### src/rtl/ctrl_sequencer.sv
// ctrl_sequencer: four-state instruction sequencer (HALT, FETCH, EXEC, MEM_WAIT).
// It fetches one instruction per handshake and latches the opcode and immediate.
// It then issues register-write or data-memory strobes and advances the program
// counter, which wraps modulo 2^PC_W.
//
// Ports:
//   Clk, Reset_n         clock (rising edge), async active-low reset
//   Start                leave HALT and restart at PC 0
//   Instr_i/_valid_i     fetched instruction and its valid flag
//   Instr_ready_o        high only in FETCH
//   Zero_i, Br_target_i  branch condition and branch/jump target
//   Mem_ack_i            data memory completion
//   Mem_req_o, Mem_we_o  data memory request / write enable
//   Reg_we_o             register-file write strobe
//   Alu_op_o, Imm_o      latched opcode / immediate
//   Pc_o                 program counter
//   Done_o               HLT executed; held until Start
//   Err_o                sticky illegal-opcode / memory-timeout flag
//
// state    | meaning
// ---------+-------------------------------------------------
// HALT     | idle after reset, HLT or timeout; waits for Start
// FETCH    | Instr_ready_o high, latch instruction on valid
// EXEC     | decode latched opcode, update PC / strobes
// MEM_WAIT | Mem_req_o held until Mem_ack_i or timeout
module ctrl_sequencer #(
  parameter int PC_W    = 10,
  parameter int INSTR_W = 9,
  parameter int OP_W    = 5,
  parameter int MEM_TO  = 15
) (
  input  logic                    Clk,
  input  logic                    Reset_n,
  input  logic                    Start,
  input  logic [INSTR_W-1:0]      Instr_i,
  input  logic                    Instr_valid_i,
  output logic                    Instr_ready_o,
  input  logic                    Zero_i,
  input  logic [PC_W-1:0]         Br_target_i,
  input  logic                    Mem_ack_i,
  output logic                    Mem_req_o,
  output logic                    Mem_we_o,
  output logic                    Reg_we_o,
  output logic [OP_W-1:0]         Alu_op_o,
  output logic [INSTR_W-OP_W-1:0] Imm_o,
  output logic [PC_W-1:0]         Pc_o,
  output logic                    Done_o,
  output logic                    Err_o
);

  localparam int IMM_W = INSTR_W - OP_W;
  localparam int CNT_W = $clog2(MEM_TO + 1);

  localparam logic [OP_W-1:0] OP_STR = OP_W'(4);
  localparam logic [OP_W-1:0] OP_LDR = OP_W'(5);
  localparam logic [OP_W-1:0] OP_STA = OP_W'(6);
  localparam logic [OP_W-1:0] OP_LDA = OP_W'(7);

  typedef enum logic [1:0] {
    HALT     = 2'd0,
    FETCH    = 2'd1,
    EXEC     = 2'd2,
    MEM_WAIT = 2'd3
  } state_t;

  state_t            state_q, state_d;
  logic [PC_W-1:0]   pc_q, pc_d;
  logic [OP_W-1:0]   op_q, op_d;
  logic [IMM_W-1:0]  imm_q, imm_d;
  logic              done_q, done_d;
  logic              err_q, err_d;
  logic [CNT_W-1:0]  to_cnt_q, to_cnt_d;
  logic              reg_we;
  logic              is_store;
  logic              is_load;

  assign is_store = (op_q == OP_STR) || (op_q == OP_STA);
  assign is_load  = (op_q == OP_LDR) || (op_q == OP_LDA);

  always_ff @(posedge Clk or negedge Reset_n) begin
    if (!Reset_n) begin
      state_q  <= HALT;
      pc_q     <= '0;
      op_q     <= '0;
      imm_q    <= '0;
      done_q   <= 1'b0;
      err_q    <= 1'b0;
      to_cnt_q <= '0;
    end else begin
      state_q  <= state_d;
      pc_q     <= pc_d;
      op_q     <= op_d;
      imm_q    <= imm_d;
      done_q   <= done_d;
      err_q    <= err_d;
      to_cnt_q <= to_cnt_d;
    end
  end

  always_comb begin
    state_d  = state_q;
    pc_d     = pc_q;
    op_d     = op_q;
    imm_d    = imm_q;
    done_d   = done_q;
    err_d    = err_q;
    to_cnt_d = to_cnt_q;
    reg_we   = 1'b0;

    case (state_q)
      HALT: begin
        if (Start) begin
          pc_d    = '0;
          done_d  = 1'b0;
          err_d   = 1'b0;
          state_d = FETCH;
        end
      end

      FETCH: begin
        if (Instr_valid_i) begin
          op_d    = Instr_i[INSTR_W-1 -: OP_W];
          imm_d   = Instr_i[IMM_W-1:0];
          state_d = EXEC;
        end
      end

      EXEC: begin
        state_d = FETCH;
        pc_d    = pc_q + PC_W'(1);
        case (op_q)
          OP_W'(0), OP_W'(1), OP_W'(2), OP_W'(3),
          OP_W'(8), OP_W'(9), OP_W'(10), OP_W'(11),
          OP_W'(14), OP_W'(15), OP_W'(16): reg_we = 1'b1;
          OP_W'(12), OP_W'(13): ;
          OP_STR, OP_LDR, OP_STA, OP_LDA: begin
            pc_d     = pc_q;
            to_cnt_d = CNT_W'(MEM_TO - 1);
            state_d  = MEM_WAIT;
          end
          OP_W'(17): if (Zero_i) pc_d = Br_target_i;
          OP_W'(18): pc_d = Br_target_i;
          OP_W'(19): begin
            pc_d    = pc_q;
            done_d  = 1'b1;
            state_d = HALT;
          end
          // Unassigned opcodes execute as NOP but leave a sticky error.
          default: err_d = 1'b1;
        endcase
      end

      MEM_WAIT: begin
        if (Mem_ack_i) begin
          reg_we  = is_load;
          pc_d    = pc_q + PC_W'(1);
          state_d = FETCH;
        end else if (to_cnt_q == '0) begin
          // MEM_TO-th unacknowledged cycle: abandon the access.
          err_d   = 1'b1;
          state_d = HALT;
        end else begin
          to_cnt_d = to_cnt_q - CNT_W'(1);
        end
      end

      default: state_d = HALT;
    endcase
  end

  assign Instr_ready_o = (state_q == FETCH);
  assign Mem_req_o     = (state_q == MEM_WAIT);
  assign Mem_we_o      = (state_q == MEM_WAIT) && is_store;
  assign Reg_we_o      = reg_we;
  assign Alu_op_o      = op_q;
  assign Imm_o         = imm_q;
  assign Pc_o          = pc_q;
  assign Done_o        = done_q;
  assign Err_o         = err_q;

endmodule
### config.mk
export PLATFORM = sky130hd
export DESIGN_NAME = ctrl_sequencer
export DESIGN_NICKNAME = d
export VERILOG_FILES = /design/src/rtl/ctrl_sequencer.sv
export SDC_FILE = /design/constraint.sdc
export NUM_CORES = 1
export LEC_CHECK = 0
export BUFFER_PORTS_ARGS = -buffer_cell sky130_fd_sc_hd__buf_2
export CORE_MARGIN = 2
export CORE_UTILIZATION = 55
export DETAILED_ROUTE_END_ITERATION = 7
export GPL_TIMING_DRIVEN = 0
export HOLD_SLACK_MARGIN = 0.06
export PLACE_DENSITY = 0.84
export SKIP_LAST_GASP = 1
export SLEW_MARGIN = 20
export SYNTH_ARGS = -nofsm -noshare
export SYNTH_HDL_FRONTEND = slang
export SYNTH_SLANG_ARGS = --single-unit
export TNS_END_PERCENT = 10
### constraint.sdc
create_clock -name Clk -period 2.8 [get_ports Clk]
set_input_delay 0.14 -clock Clk [delete_from_list [all_inputs] [get_ports Clk]]
set_output_delay 0.14 -clock Clk [all_outputs]
set_load 0.02 [all_outputs]
==> impl_metrics.csv, run 1 <==
group,metric,value,unit
clocking,cts.path.max_buffers,2,
worst_setup_path,r2r-start,"state_q[0]",
final_layout,syn_to_final_growth,24.61,%
min_path,hold_end,"Pc_o[0]",
final_layout,mostFrequentLayoutCell,"buf_2",
final_layout,layout_common_cells,"buf_2, dfrtp_1, nand2_1",
clocking,postCtsSetupRepairBufs,0,
timing,setup-tns-final,0,ns
placement,gp_congestion,0.8228,
route,finalWirelength,4.030,mm
worst_setup_path,endpoint_kind,"flip-flop",
final_layout,diodes,0,
logic_synthesis,yosysWarningCount,0,
logic_synthesis,yosysTopAreaCell,"dfrtp_1",
route,wl_met2,1.950,mm
timing,setup_viol,0,
placement,hpwlAfterDp,2.903,mm
final_layout,layout-drive-gt1-share,30.58,%
power,swShare,49.49,%
worst_setup_path,worstReg2RegEnd,"Pc_o[4]",
die,die_area,3489,µm²
worst_setup_path,crit_required,3.03,ns
min_path,hp-start,"Br_target_i[0]",
clocking,root_buffer,"clkbuf_4",
global_route,grt_pass1_wl,6.782,mm
final_layout,stdcell_count,273,
power,internal_power,1125,µW
timing,period_share,77.46,%
logic_synthesis,synth.top_cell.area_share,40.51,%
worst_setup_path,r2r_cells,8,
logic_synthesis,avgSynthCellArea,9.318,µm²
route,dr_wl_met3,204,µm
logic_synthesis,ys_ff_latch,27,
global_route,antenna_found_initial,0,
die,die_y,59.07,µm
route,m1WireLength,1.811,mm
global_route,grt-ovfl-total,0,
logic_synthesis,synthTopCellsByArea,"dfrtp_1, mux2_2, ha_1",
die,ios,50,
route,drcViolationCount,0,
clocking,cts_tree,"yes",
logic_synthesis,synth_area,1668,µm²
route,vias_per_cell,5.916,
die,die_w,59.07,µm
clocking,h-tree-depth,1,
timing,fmax,0.4611,GHz
worst_setup_path,reg2reg_slack,0.63,ns
timing,rsz0062_at_grt,"false",
die,initial_utilization,58.96,%
power,pwr-share-comb,58.3,%
job,cap_viol_max_count,0,
clocking,cts.clk_slew.worst_paths,0.14,ns
route,vias,1615,
power,p_clk_share,7.7,%
worst_setup_path,crit_fanout,10,
worst_setup_path,critPathKind,"reg2reg",
global_route,grt_max_degree,28,
power,leakage,0.0009520,µW
logic_synthesis,synth_nets,211,
worst_setup_path,worstPathArrival,2.40,ns
route,drtAntennaViolNets,0,
clocking,clock_sinks,27,
final_layout,fin_nets,275,
final_layout,fin_util,73.46,%
min_path,hold-path-cell-count,3,
clocking,numCtsBuffers,3,
run_status,status,"complete, no violations",
placement,io_buffer_count,49,
timing,finClkSkew,0.001512,ns
placement,place_inst,259,
route,maxUsedRoutingLayer,"met4",
die,core-area,2829,µm²
global_route,grtUsageTotal,25.16,%
clocking,clk_latency,0.33,ns
die,rows,19,
route,drtPass1Iterations,4,
timing,maxSlewViolCount,0,
timing,maxSlewHeadroom,60.21,%
route,initialDrtViolationCount,116,
timing,min_period,2.169,ns
power,pwr-share-seq,34.0,%
timing,tightest_slew,0.5968,ns
route,post_drt_wl_per_cell,14.76,µm
global_route,grt_pass1_vias,1555,
power,switching_power,1102,µW
logic_synthesis,synthesis.instances,179,
min_path,hp-class,"in2reg",
worst_setup_path,startpoint_type,"flip-flop",
power,powerDensity,1071,nW/µm²
timing,hold_viol,0,
logic_synthesis,ys_types,42,
power,peakVddDrop,0.0007624,V
logic_synthesis,synth_seq_area_share,40.51,%
worst_setup_path,crit_path_start,"state_q[0]",
[power groups by stage]
stage | clock network, µW | registers (µW) | logic, µW
finish | 172 | 756 | 1300
global route | 193 | 786 | 1420
CTS | 175 | 747 | 1290
detailed placement | 0 | 753 | 1280
global placement | 0 | 739 | 1250
floorplan | 0 | 864 | 795
[cell families after synthesis]
| group | after synthesis | synth area share [%] |
|---|---|---|
| flops | 27 | 40.51 |
| buf+inv | 17 | 4.801 |
| compound gates | 47 | 20.41 |
| simple gates | 70 | 21.61 |
| mux | 11 | 7.427 |
| fa+ha+maj | 7 | 5.251 |
[repair_timing]
item	CTS	global route
gates resized for setup	0	0
hold endpoints to repair	36	0
hold buffers	10	0
[registers in the layout (all words and copies together) (netlist names)]
register  cells
Pc_o         10
Alu_op_o      5
Imm_o         4
to_cnt_q      4
state_q       2
Done_o        1
Err_o         1
[worst max-delay path by stage]
stage,cells after the start,endpoint
after floorplan,5,Pc_o[2]
after global placement,8,Pc_o[4]
after detailed placement,7,to_cnt_q[3]
after CTS,7,to_cnt_q[3]
after global routing,7,to_cnt_q[2]
final,8,Pc_o[4]
[Yosys cell counts (all sizes together)]
cell and n:
dfrtp 27, nand2 20, a21oi 13, inv 12, mux2 11, nor2 11, nor3 9, o21ai 8
ha 7, nand3 6, nand2b 4, o211ai 4, a32oi 3, and3 3, and4 3, buf 3
nor2b 3, o22ai 3, a211oi 2, a22oi 2, a31oi 2, clkbuf 2, o21a 2, o221ai 2
o311ai 2, or2 2, or3b 2, a211o 1, a221oi 1, a32o 1, and2 1, nand3b 1
nand4 1, nor3b 1, nor4 1, o22a 1, or3 1, or4 1
[metrics by stage]
| stage | hold WS [ns] | worst slack, ns | power [µW] | area, µm² |
|---|---|---|---|---|
| detailed placement | 0.1790 | 0.6743 | 2034 | 1952 |
| finish | 0.08557 | 0.6311 | 2227 | 2078 |
| CTS | 0.08815 | 0.6450 | 2215 | 2078 |
| floorplan | -0.1556 | 0.9326 | 1659 | 1668 |
| global route | 0.09214 | 0.4744 | 2400 | 2078 |
| global placement | 0.1776 | 0.7280 | 1988 | 1952 |
[layout make-up]
cell class,instances,area (µm²)
Multi-Input combinational cell,135,912.1
Clock buffer,4,26.28
Sequential cell,27,675.6
Tap cell,31,38.79
Inverter,12,45.04
Timing Repair Buffer,59,345.3
Buffer,5,35.03
Fill cell,215,750.7
[per-layer routing]
metal	vias up	global-route usage [%]
met2	61	43.02
met4	0	9.091
met3	8	3.712
met1	765	32.35
met5	-	0
li1	781	-
[critical path, stage by stage (launching register included)]
cell	delay, ns
dfrtp_1	0.45
inv_1	0.15
ha_1	0.24
clkbuf_1	0.38
nand2_1	0.18
o311ai_2	0.17
buf_6	0.21
a21oi_1	0.05
a211o_1	0.26
(Power assumes the default switching activity.)
==> run 2, diff against run 1 <==
Settings changed: ABC_AREA set to 1, CORE_UTILIZATION 55 to 47, PLACE_DENSITY 0.84 to 0.75.
Clock period 2.8 ns to 1.81 ns, I/O delays scaled along.
==> impl_metrics.csv, run 2 <==
group,metric,value,unit
final_layout,layout-drive-gt1-share,26.27,%
route,initialDrtViolationCount,129,
placement,io_buffer_count,49,
timing,tightest_slew,0.6111,ns
worst_setup_path,worstPathArrival,1.84,ns
worst_setup_path,crit_path_frequent_cell,"nand2_1",
die,core-area,3744,µm²
placement,place_inst,365,
logic_synthesis,synth_nets,300,
timing,period_share,92.01,%
clocking,root_buffer,"clkbuf_8",
worst_setup_path,crit_required,1.99,ns
die,die_area,4503,µm²
final_layout,diodes,0,
route,drtPass1Iterations,4,
final_layout,fin_nets,368,
timing,maxSlewHeadroom,59.26,%
power,leakage,0.001227,µW
job,cap_viol_max_count,0,
route,drtAntennaViolNets,0,
global_route,grtUsageTotal,22.02,%
global_route,grt_pass1_wl,7.617,mm
logic_synthesis,synth_edf_count,0,
clocking,numCtsBuffers,3,
timing,hold_viol,0,
worst_setup_path,timing.critical_path.cells,"inv_1 -> ha_1 -> nand2_2 -> nand2_1 -> nor2_1 -> nand2_1 -> nor2_4 -> buf_4 -> nand2_1 -> a21oi_1 -> nor2_1",
logic_synthesis,synth_top_cells_by_count,"nand2_1, nor2_1, dfrtp_1, inv_1",
placement,hpwlAfterDp,3.112,mm
final_layout,multi_input_area,1056,µm²
logic_synthesis,ys.flop_type,"dfrtp_1",
final_layout,final-seq-area,676.9,µm²
clocking,cts.clk_slew.worst_paths,0.10,ns
final_layout,fin_area,2372,µm²
logic_synthesis,avgSynthCellArea,6.984,µm²
logic_synthesis,async_reset_ff_share,100.0,%
timing,setup_viol,0,
clocking,clk_latency,0.28,ns
timing,min_period,1.665,ns
final_layout,mostFrequentLayoutCell,"nand2_1",
clocking,h-tree-depth,1,
logic_synthesis,post-synth-top-count-cell,"nand2_1",
route,vias,1922,
die,ios,50,
logic_synthesis,ys_types,32,
final_layout,fillers,365,
timing,maxSlewViolCount,0,
timing,setup-tns-final,0,ns
worst_setup_path,slowest_stage,"dfrtp_2",
worst_setup_path,cp_slowest_stage_delay,0.41,ns
global_route,antenna_found_initial,0,
logic_synthesis,synth.top_cell.area_share,36.10,%
logic_synthesis,synth_seq_area_share,36.10,%
logic_synthesis,ys_ff_latch,27,
global_route,grt_max_degree,28,
global_route,grt-ovfl-total,0,
die,initial_utilization,50.00,%
logic_synthesis,yosysWarningCount,0,
min_path,hp-class,"in2reg",
worst_setup_path,startpoint_type,"flip-flop",
final_layout,largest_reg_flops,10,
die,die_y,67.11,µm
timing,rsz0062_at_grt,"true",
placement,gp_congestion,0.8251,
logic_synthesis,synth_area,1872,µm²
clocking,clock_sinks,27,
clocking,cts_tree,"yes",
global_route,grt_pass1_vias,1747,
final_layout,layout_common_cells,"nand2_1, buf_2, nor2_1",
placement,dpl_cell_area,2177,µm²
run_status,status,"complete, no violations",
worst_setup_path,crit_fanout,6,
logic_synthesis,synthesis.instances,268,
timing,fmax,0.6004,GHz
final_layout,syn_to_final_growth,26.74,%
power,powerDensity,1771,nW/µm²
power,peakVddDrop,0.0009480,V
worst_setup_path,endpoint_kind,"flip-flop",
worst_setup_path,critPathKind,"reg2reg",
clocking,cts.path.max_buffers,2,
die,rows,22,
logic_synthesis,synthTopCellsByArea,"dfrtp_1, nand2_1, nor2_1",
route,finalWirelength,4.423,mm
route,post_drt_wl_per_cell,11.55,µm
logic_synthesis,yosysTopAreaCell,"dfrtp_1",
final_layout,stdcell_count,383,
route,vias_per_cell,5.018,
die,die_w,67.11,µm
route,drcViolationCount,0,
timing,finClkSkew,0.003555,ns
run 2: cell count changes after synthesis, sizes merged, moves of 6 or more:
cell and delta:
nor2 +26, nand2 +65, mux2 -6, nand3 +14, nor3 -7, inv +20
run 2: through the flow:
| stage | setup slack (ns) | hold WS, ns | power (µW) | utilization (%) |
|---|---|---|---|---|
| floorplan | 0.1783 | -0.2051 | 3060 | - |
| global placement | 0.06677 | 0.1417 | 3672 | 58.16 |
| detailed placement | 0.07641 | 0.1526 | 3719 | 58.16 |
| CTS | 0.04902 | 0.1260 | 4112 | 62.20 |
| global route | -0.01847 | 0.1465 | 4655 | 63.37 |
| finish | 0.1446 | 0.1267 | 4200 | 63.37 |
run 2: worst paths after layout:
check / from / end / slack [ns] / cells after the start
max in group asynchronous: Reset_n / state_q[1] / 1.02 / 2
min in group asynchronous: Reset_n / Pc_o[2] / 0.35 / 2
min: Br_target_i[9] / Pc_o[9] / 0.13 / 5
max: state_q[1] / Pc_o[5] / 0.14 / 11
min reg2reg: Done_o / Done_o / 0.50 / 2
max reg2reg: state_q[1] / Pc_o[5] / 0.14 / 11
run 2: worst max-delay path, delay by kind of cell, from the launching register on:
kind | cells | cell delay, ns
buffers and inverters | 2 | 0.23
flip-flops | 1 | 0.41
AND/OR/NAND/NOR | 7 | 0.61
adder cells (fa/ha/maj) | 1 | 0.20
AO/OA/AOI/OAI | 1 | 0.11
run 2: kinds of logic (layout without fill, tap and decap cells):
group           Yosys count  count (layout)  synth area share, %
compound gates           35              35                10.56
xor+xnor                  2               2               0.9360
fa+ha+maj                 7               7                4.679
buf+inv                  39             106                8.422
flops                    27              27                36.10
mux                       5               5                3.008
simple gates            153             153                36.30
run 2: per-layer routing:
metal,vias up,share of wire (%),global-route usage [%]
met3,4,6.7,5.574
met2,51,50,39.60
met1,866,43,26.37
li1,1001,-,-
met4,0,0.95,4.592
met5,-,0,0
run 2: final cells by class:
class / instances / area share [%]
Clock inverter: 1 / 0.2110
Sequential cell: 27 / 28.53
Clock buffer: 3 / 1.741
Inverter: 34 / 5.432
Tap cell: 48 / 2.532
Timing Repair Buffer: 63 / 15.72
Multi-Input combinational cell: 202 / 44.51
Buffer: 5 / 1.319
run 2: power by group:
group / switching (µW) / leakage (µW) / total [µW] / internal [µW]
clock: 197 / 0.0000255 / 352 / 155
sequential: 312 / 0.000313 / 1210 / 898
combinational: 1640 / 0.000888 / 2640 / 997
run 2: what timing repair did:
| action | 4_1_cts | 5_1_grt |
|---|---|---|
| endpoints found under the setup margin | 1 | 14 |
| cloned | 0 | 1 |
| endpoints found under the hold margin | 36 | 0 |
| gates resized for setup | 2 | 5 |
| hold buffers | 10 | 0 |
| pin swaps | 0 | 1 |
| setup buffers | 0 | 3 |
==> run 3, diff against run 2 <==
Settings changed: PLACE_DENSITY 0.75 to 0.73, TNS_END_PERCENT 10 to unset.
==> impl_metrics.csv, run 3 (synthesis results as in run 2) <==
group,metric,value,unit
run_status,status,"complete, no violations",
power,pwr-share-comb,63.4,%
final_layout,fin_nets,368,
global_route,grt-ovfl-total,0,
global_route,grtUsageTotal,22.37,%
placement,post-place-ws,0.07547,ns
power,powerDensity,1792,nW/µm²
final_layout,largest_reg_flops,10,
clocking,root_buffer,"clkbuf_8",
final_layout,layout-drive-gt1-share,27.46,%
route,post_drt_wl_per_cell,11.76,µm
route,finalWirelength,4.505,mm
timing,hold_viol,0,
timing,maxSlewHeadroom,56.94,%
final_layout,syn_to_final_growth,26.74,%
worst_setup_path,worstPathArrival,1.87,ns
final_layout,stdcell_count,383,
placement,dpl_cell_area,2177,µm²
final_layout,layout_common_cells,"nand2_1, buf_2, nor2_1",
route,drtPass1Iterations,4,
die,ios,50,
power,peakVddDrop,0.0009807,V
final_layout,diodes,0,
power,swShare,51.19,%
global_route,grt_pass1_wl,7.838,mm
power,leakage,0.001227,µW
clocking,clk_latency,0.28,ns
global_route,antenna_found_initial,0,
clocking,cts_tree,"yes",
clocking,h-tree-depth,1,
worst_setup_path,critPathKind,"reg2reg",
route,initialDrtViolationCount,140,
worst_setup_path,crit_required,1.99,ns
timing,min_period,1.691,ns
die,rows,22,
worst_setup_path,critPathTopFamily,"simple AND/OR/NAND/NOR gates",
worst_setup_path,crit_path_frequent_cell,"nor2_1",
timing,fmax,0.5912,GHz
timing,setup_viol,0,
route,vias,1891,
timing,hold_ws,0.1043,ns
worst_setup_path,slowest_stage,"dfrtp_1",
clocking,cts.clk_slew.worst_paths,0.10,ns
placement,gp_congestion,0.8352,
worst_setup_path,crit_buf_inv,2,
power,p_clk_share,8.5,%
timing,period_share,93.45,%
min_path,hp-class,"in2reg",
route,vias_per_cell,4.937,
die,die_y,67.11,µm
die,initial_utilization,50.00,%
die,die_w,67.11,µm
placement,place_inst,365,
job,cap_viol_max_count,0,
global_route,grt_max_degree,28,
placement,hpwlAfterDp,3.186,mm
worst_setup_path,cp_slowest_stage_delay,0.44,ns
clocking,clock_sinks,27,
final_layout,fin_area,2372,µm²
global_route,grt_pass1_vias,1823,
timing,maxSlewViolCount,0,
final_layout,mostFrequentLayoutCell,"nand2_1",
clocking,cts.path.max_buffers,2,
timing,rsz0062_at_grt,"true",
power,switching_power,2177,µW
placement,io_buffer_count,49,
power,pwr-share-seq,28.1,%
power,internal_power,2075,µW
worst_setup_path,endpoint_kind,"flip-flop",
final_layout,fillers,361,
power,power.total,4252,µW
timing,tightest_slew,0.6459,ns
route,drtAntennaViolNets,0,
worst_setup_path,timing.critical_path.cells,"ha_2 -> inv_2 -> nor2_1 -> nor2_1 -> nand2_1 -> nor2_4 -> buf_6 -> nand2_1 -> nor2_1 -> nor2_1",
timing,finClkSkew,0.006250,ns
die,die_area,4503,µm²
die,core-area,3744,µm²
clocking,numCtsBuffers,3,
worst_setup_path,startpoint_type,"flip-flop",
timing,finalWorstSetupSlack,0.1186,ns
worst_setup_path,crit_fanout,7,
route,drcViolationCount,0,
[run 3: changes by cell type in the layout (fill, tap and decap cells not counted)]
cell           delta
buf_2             -1
buf_4             +3
dlygate4sd3_1     -2
ha_1              -1
ha_2              +1
inv_1             -1
inv_2             +1
[run 3: layer usage]
layer  routed length [µm]  global-route usage, %
met1                 2006                  26.44
met5                    0                      0
met4                   21                  3.827
met2                 2236                  41.83
met3                  240                  4.561
[run 3: area by class of cell]
type                    instances  area [µm²]  area share [%]
repair buffers                 63       370.4           15.61
inverters                      34       128.9           5.432
well taps                      48       60.06           2.532
flip-flops and latches         27       676.9           28.53
clock buffers                   3       41.29           1.741
plain buffers                   5       31.28           1.319
clock inverters                 1       5.005          0.2110
multi-input cells             202        1059           44.62
[run 3: power groups by stage]
stage | sequential [µW] | clock, µW | combinational [µW]
finish | 1190 | 362 | 2700
global route | 1250 | 395 | 3080
CTS | 1200 | 374 | 2550
detailed placement | 1210 | 0 | 2520
global placement | 1200 | 0 | 2480
floorplan | 1450 | 0 | 1610
[run 3: per-stage QoR]
stage,util [%],TNS (ns)
after global routing,63.37,-0.01160
after CTS,61.66,0
after global placement,58.16,0
after detailed placement,58.16,0
after floorplan,-,0
final,63.37,0
[run 3: worst paths after layout]
kind                                   from     endpoint  slack (ns)  cells after the start
worst min register to register  to_cnt_q[3]  to_cnt_q[3]        0.50                      2
worst max register to register   state_q[1]      Pc_o[9]        0.12                     10
worst max-delay path             state_q[1]      Pc_o[9]        0.12                     10
min in group asynchronous           Reset_n      Pc_o[7]        0.36                      2
max in group asynchronous           Reset_n  Alu_op_o[3]        0.99                      2
worst min-delay path             Instr_i[8]  Alu_op_o[4]        0.10                      3
[run 3: tightest hold or removal path, cell delays in order]
cell and delay (ns):
buf_2 0.09, nor2_1 0.09, a21oi_1 0.06
[run 3: repair_timing]
action / 4_1_cts / 5_1_grt
hold endpoints to repair: 34 / 0
setup endpoints to repair: 1 / 14
pin swaps: 0 / 2
setup buffers: 0 / 5
resized for setup: 2 / 8
hold buffers: 8 / 0
cloned: 0 / 1
